<file path="config.mk">
export PLATFORM = sky130hd
export DESIGN_NAME = fetch_unit
export DESIGN_NICKNAME = d
export VERILOG_FILES = /design/src/rtl/fetch_unit.sv
export SDC_FILE = /design/constraint.sdc
export NUM_CORES = 1
export LEC_CHECK = 0
export ABC_AREA = 1
export BUFFER_PORTS_ARGS = -buffer_cell sky130_fd_sc_hd__clkbuf_2
export CAP_MARGIN = 20
export CORE_ASPECT_RATIO = 1.5
export CORE_UTILIZATION = 52
export CTS_CLUSTER_SIZE = 28
export DETAILED_ROUTE_END_ITERATION = 7
export PLACE_DENSITY = 0.82
export SYNTH_ARGS = -nofsm -noshare
export SYNTH_HDL_FRONTEND = slang
export SYNTH_SLANG_ARGS = --single-unit
</file>
<file path="constraint.sdc">
create_clock -name clk -period 3.5 [get_ports clk]
set_input_delay 0.35 -clock clk [delete_from_list [all_inputs] [get_ports clk]]
set_output_delay 0.35 -clock clk [all_outputs]
set_load 0.05 [all_outputs]
</file>
<file path="src/rtl/fetch_unit.sv">
// Y86-64 SEQ fetch stage: byte-serial instruction read over imem req/ack,
// decoded fields returned downstream on a valid/ready handshake.
module fetch_unit (
    input  logic        clk,
    input  logic        rst_n,
    input  logic [63:0] pc,
    input  logic        pc_valid,
    output logic        pc_ready,
    output logic        imem_req,
    output logic [63:0] imem_addr,
    input  logic        imem_ack,
    input  logic [7:0]  imem_rdata,
    input  logic        imem_error,
    output logic        out_valid,
    input  logic        out_ready,
    output logic [3:0]  icode,
    output logic [3:0]  ifun,
    output logic [3:0]  rA,
    output logic [3:0]  rB,
    output logic [63:0] valC,
    output logic [63:0] valP,
    output logic        instr_invalid,
    output logic        mem_error
);

    typedef enum logic [1:0] {IDLE, FETCH, DONE} state_e;

    state_e      state_q;
    logic [63:0] pc_q;
    logic [3:0]  cnt_q;
    logic        imem_req_q;
    logic [63:0] imem_addr_q;
    logic        out_valid_q;
    logic [3:0]  icode_q, ifun_q, ra_q, rb_q;
    logic [63:0] valc_q, valp_q;
    logic        invalid_q, mem_error_q;

    logic [3:0]  cur_icode_d;
    logic [3:0]  len_d;
    logic [2:0]  valc_idx_d;
    logic        last_d;

    function automatic logic [3:0] instr_len(input logic [3:0] ic);
        case (ic)
            4'h2, 4'h6, 4'hA, 4'hB: instr_len = 4'd2;
            4'h7, 4'h8:             instr_len = 4'd9;
            4'h3, 4'h4, 4'h5:       instr_len = 4'd10;
            default:                instr_len = 4'd1;
        endcase
    endfunction

    function automatic logic has_regids(input logic [3:0] ic);
        case (ic)
            4'h2, 4'h3, 4'h4, 4'h5, 4'h6, 4'hA, 4'hB: has_regids = 1'b1;
            default:                                  has_regids = 1'b0;
        endcase
    endfunction

    function automatic logic has_valc(input logic [3:0] ic);
        case (ic)
            4'h3, 4'h4, 4'h5, 4'h7, 4'h8: has_valc = 1'b1;
            default:                      has_valc = 1'b0;
        endcase
    endfunction

    // Byte 0 decodes straight from the bus so single-byte instructions finish on their only ack
    always_comb begin
        cur_icode_d = (cnt_q == 4'd0) ? imem_rdata[7:4] : icode_q;
        len_d       = instr_len(cur_icode_d);
        valc_idx_d  = 3'(cnt_q - (has_regids(cur_icode_d) ? 4'd2 : 4'd1));
        last_d      = (cnt_q == len_d - 4'd1);
    end

    always_ff @(posedge clk or negedge rst_n) begin
        if (!rst_n) begin
            state_q     <= IDLE;
            pc_q        <= '0;
            cnt_q       <= '0;
            imem_req_q  <= 1'b0;
            imem_addr_q <= '0;
            out_valid_q <= 1'b0;
            icode_q     <= '0;
            ifun_q      <= '0;
            ra_q        <= 4'hF;
            rb_q        <= 4'hF;
            valc_q      <= '0;
            valp_q      <= '0;
            invalid_q   <= 1'b0;
            mem_error_q <= 1'b0;
        end else begin
            case (state_q)
                IDLE: begin
                    if (pc_valid) begin
                        pc_q        <= pc;
                        cnt_q       <= '0;
                        imem_req_q  <= 1'b1;
                        imem_addr_q <= pc;
                        icode_q     <= '0;
                        ifun_q      <= '0;
                        ra_q        <= 4'hF;
                        rb_q        <= 4'hF;
                        valc_q      <= '0;
                        invalid_q   <= 1'b0;
                        mem_error_q <= 1'b0;
                        state_q     <= FETCH;
                    end
                end
                FETCH: begin
                    if (imem_ack) begin
                        if (imem_error) begin
                            imem_req_q  <= 1'b0;
                            mem_error_q <= 1'b1;
                            icode_q     <= '0;
                            ifun_q      <= '0;
                            ra_q        <= 4'hF;
                            rb_q        <= 4'hF;
                            valc_q      <= '0;
                            valp_q      <= pc_q;
                            invalid_q   <= 1'b0;
                            out_valid_q <= 1'b1;
                            state_q     <= DONE;
                        end else begin
                            if (cnt_q == 4'd0) begin
                                icode_q   <= imem_rdata[7:4];
                                ifun_q    <= imem_rdata[3:0];
                                invalid_q <= (imem_rdata[7:4] > 4'hB);
                            end else if (cnt_q == 4'd1 && has_regids(icode_q)) begin
                                ra_q <= imem_rdata[7:4];
                                rb_q <= imem_rdata[3:0];
                            end else if (has_valc(icode_q)) begin
                                valc_q[{valc_idx_d, 3'b000} +: 8] <= imem_rdata;
                            end
                            if (last_d) begin
                                imem_req_q  <= 1'b0;
                                valp_q      <= pc_q + {60'd0, len_d};
                                out_valid_q <= 1'b1;
                                state_q     <= DONE;
                            end else begin
                                cnt_q       <= cnt_q + 4'd1;
                                imem_addr_q <= imem_addr_q + 64'd1;
                            end
                        end
                    end
                end
                DONE: begin
                    if (out_ready) begin
                        out_valid_q <= 1'b0;
                        state_q     <= IDLE;
                    end
                end
                default: state_q <= IDLE;
            endcase
        end
    end

    assign pc_ready      = (state_q == IDLE);
    assign imem_req      = imem_req_q;
    assign imem_addr     = imem_addr_q;
    assign out_valid     = out_valid_q;
    assign icode         = icode_q;
    assign ifun          = ifun_q;
    assign rA            = ra_q;
    assign rB            = rb_q;
    assign valC          = valc_q;
    assign valP          = valp_q;
    assign instr_invalid = invalid_q;
    assign mem_error     = mem_error_q;

endmodule
</file>
==> impl_metrics.json <==
{
  "area_growth_pct": 18.5,
  "clk_latency_ps": 580,
  "cts_max_level": 1,
  "cts_tree": "built",
  "core_um2": 31800,
  "viasPerCell": 5.63,
  "final_max_slew_viol_count": 0,
  "fin_crit_sh_pct": 96.9,
  "timing.rr.end": "valC[55]",
  "cp-startpoint": "cnt_q[1]",
  "grt_pass1_wl_um": 97300,
  "std_cell_rows": 80,
  "r2r_start": "cnt_q[1]",
  "min_period_ps": 3390,
  "cp-start-kind": "register",
  "peakVddDrop_mv": 0.859,
  "synth_warnings": 0,
  "ys_types": 42,
  "dp_cells": 3067,
  "yosysSeqAreaShare_pct": 42.0,
  "antenna_found_initial": 1,
  "crit_path_max_incr_delay_ps": 500,
  "setup_viol": 0,
  "final_cell_mix": "nand2_1 (854), clkbuf_2 (289), dfrtp_1 (273)",
  "cts-root-buf": "clkbuf_16",
  "clk_path_buf_depth": 3,
  "nets": 2784,
  "layout.area.seq_um2": 7070,
  "synthesis.nets": 2490,
  "outcome": "finished, final reports clean",
  "grt_start_max_net_pins": 84,
  "critPathTopFamily": "adder cells",
  "path_buf_inv": 2,
  "vias": 17600,
  "critPathCapture": "valC[55]",
  "finalSetupTns_ps": 0,
  "grt_remaining_overflow": 0,
  "synth_ff_type": "dfrtp_1",
  "drt_iter0_markers": 1126,
  "cp_data_required_time_ps": 3930,
  "die_h_um": 222,
  "clk_pin_slew_worst_paths_ps": 70,
  "portBuffers": 290,
  "worst_pin_slew_ps": 875,
  "power.leakage_nw": 10.0,
  "rsz0062_at_grt": "true",
  "synth-seq-cells": 282,
  "async_reset_ff_share_pct": 100,
  "cp-end-kind": "register",
  "wl_um": 64400,
  "fillers": 2954,
  "dieArea_um2": 33100,
  "setup_slack_ps": 109,
  "drive_gt1_share_pct": 17.1,
  "cts.sinks": 282,
  "hold_path_class": "in -> reg",
  "grtUsageTotal_pct": 39.1,
  "initial_core_util_pct": 52.8,
  "antenna_left": 0,
  "route.detailed.drc": 0,
  "crit_chain": "inv_2 -> ha_4 -> nand2_8 -> nand2_1 -> nand2_1 -> nand2_1 -> nand2_1 -> nand2_2 -> nand2_2 -> ha_2 -> fa_1 -> ha_2 -> inv_1 -> nor3_1 -> nand2_1 -> a21oi_2 -> o22ai_1",
  "pin_count": 291,
  "timing.fmax_mhz": 295,
  "r2r_cells": 17,
  "cp_common_cell": "nand2_1",
  "avgSynthCellArea_um2": 7.01,
  "r2r_slack_ps": 110,
  "fin_cells": 3124,
  "critPathKind": "reg -> reg",
  "place_ws_ps": -229,
  "synth-edff-count": 0,
  "cp_max_fo": 9,
  "syn_area_um2": 16800,
  "crit_path_top_delay_cell": "fa_1",
  "power_density_nw_per_um2": 1090,
  "maxCapViolations": 0,
  "dp_hpwl_um": 49900,
  "syn_inst": 2398,
  "finClkSkew_ps": 31.6,
  "multi_input_area_um2": 8450,
  "hold_viol_final": 0,
  "die_w_um": 149,
  "first_pass_iters": 5,
  "path_depth": 17,
  "wl_per_cell_um": 20.6,
  "final_common_cell": "nand2_1",
  "gp_congestion": 0.979,
  "grt_pass1_vias": 17100,
  "worstPathArrival_ps": 3820,
  "cts_buffers": 28,
  "power_mw": 21.8,
  "relSlewSlack_pct": 41.2
}
worst min-delay path, stage by stage:
cell and delay, ps:
clkbuf_2 90, nand2_1 50, o21ai_0 60
per-stage QoR:
| stage | utilization, % | hold WS [ps] | instance area (um2) |
|---|---|---|---|
| after floorplan | - | 54.4 | 16800 |
| after detailed placement | 59.2 | 388 | 18900 |
| after CTS | 62.2 | 13.9 | 19800 |
| final | 62.6 | 37.5 | 19900 |
| after global routing | 62.6 | 51.5 | 19900 |
| after global placement | 59.2 | 387 | 18900 |
cell type report:
class / count / share of cell area, %
diodes: 1 / 0.0126
clock buffers: 41 / 4.22
clock inverters: 10 / 0.352
inverters: 253 / 4.77
multi-input cells: 1773 / 42.4
flip-flops and latches: 282 / 35.5
well taps: 410 / 2.58
repair buffers: 354 / 10.2
metal layers:
layer	wire (um)	track usage [%]	vias to the layer above
met5	0	0	-
met4	5210	27.7	0
met3	3930	3.94	225
met2	31500	66.4	843
met1	23800	45.9	8207
li1	-	-	8308
power by group:
group	internal (mW)	total (mW)	switching (mW)
Clock	1.66	3.00	1.34
Sequential	4.55	6.19	1.64
Combinational	3.33	12.6	9.24
cell usage after synthesis, types with 2 or more instances:
cell	instances	area, um2
a21oi_1	22	110
a31oi_1	11	68.8
and2_1	4	25.0
buf_1	10	37.5
buf_2	10	50.1
buf_4	10	75.1
buf_6	10	113
clkbuf_1	50	188
clkinv_1	2	7.51
dfrtp_1	274	6860
dfstp_2	8	210
fa_1	2	40.0
ha_1	12	150
inv_1	249	935
inv_2	2	7.51
nand2_1	857	3220
nand2_2	5	31.3
nand3_1	171	856
nand3_2	2	20.0
nand3b_1	4	30.0
nand4_1	113	707
nor2_1	209	785
nor2_2	4	25.0
nor2_4	2	22.5
nor3_1	51	255
nor4_1	3	18.8
o21ai_0	164	821
o21ai_1	4	20.0
o22ai_1	29	181
xnor2_1	27	236
xor2_1	66	578
state kept, by name, indices dropped and copies added, names as in the netlist:
signal,count
state_q,2
out_valid,1
cnt_q,4
imem_req,1
valC,64
mem_error,1
ifun,4
valP,64
rB,4
rA,4
pc_q,64
imem_addr,64
icode,4
instr_invalid,1
timing repair:
action                                 CTS  global route
gates resized for setup                  4            27
hold buffers                             2             0
pin swaps                                0             4
endpoints found under the hold margin   78             0
buffers inserted                         0             3
setup endpoints to repair               58            88
kinds of logic after synthesis:
| group | share of synthesized area (%) |
|---|---|
| flops | 42.0 |
| simple gates | 36.1 |
| buf+inv | 8.40 |
| compound gates | 7.45 |
| xor+xnor | 4.85 |
| fa+ha+maj | 1.13 |
worst min path at each step:
stage	from	to	slack, ps	cells after the start
after floorplan	rst_n	cnt_q[0]	50	0
after global placement	rst_n	valC[63]	390	1
after detailed placement	rst_n	valC[63]	390	1
after CTS	pc[19]	pc_q[19]	10	3
after global routing	pc[53]	pc_q[53]	50	3
final	pc[43]	pc_q[43]	40	3
Power figures use the tool's default switching activity.
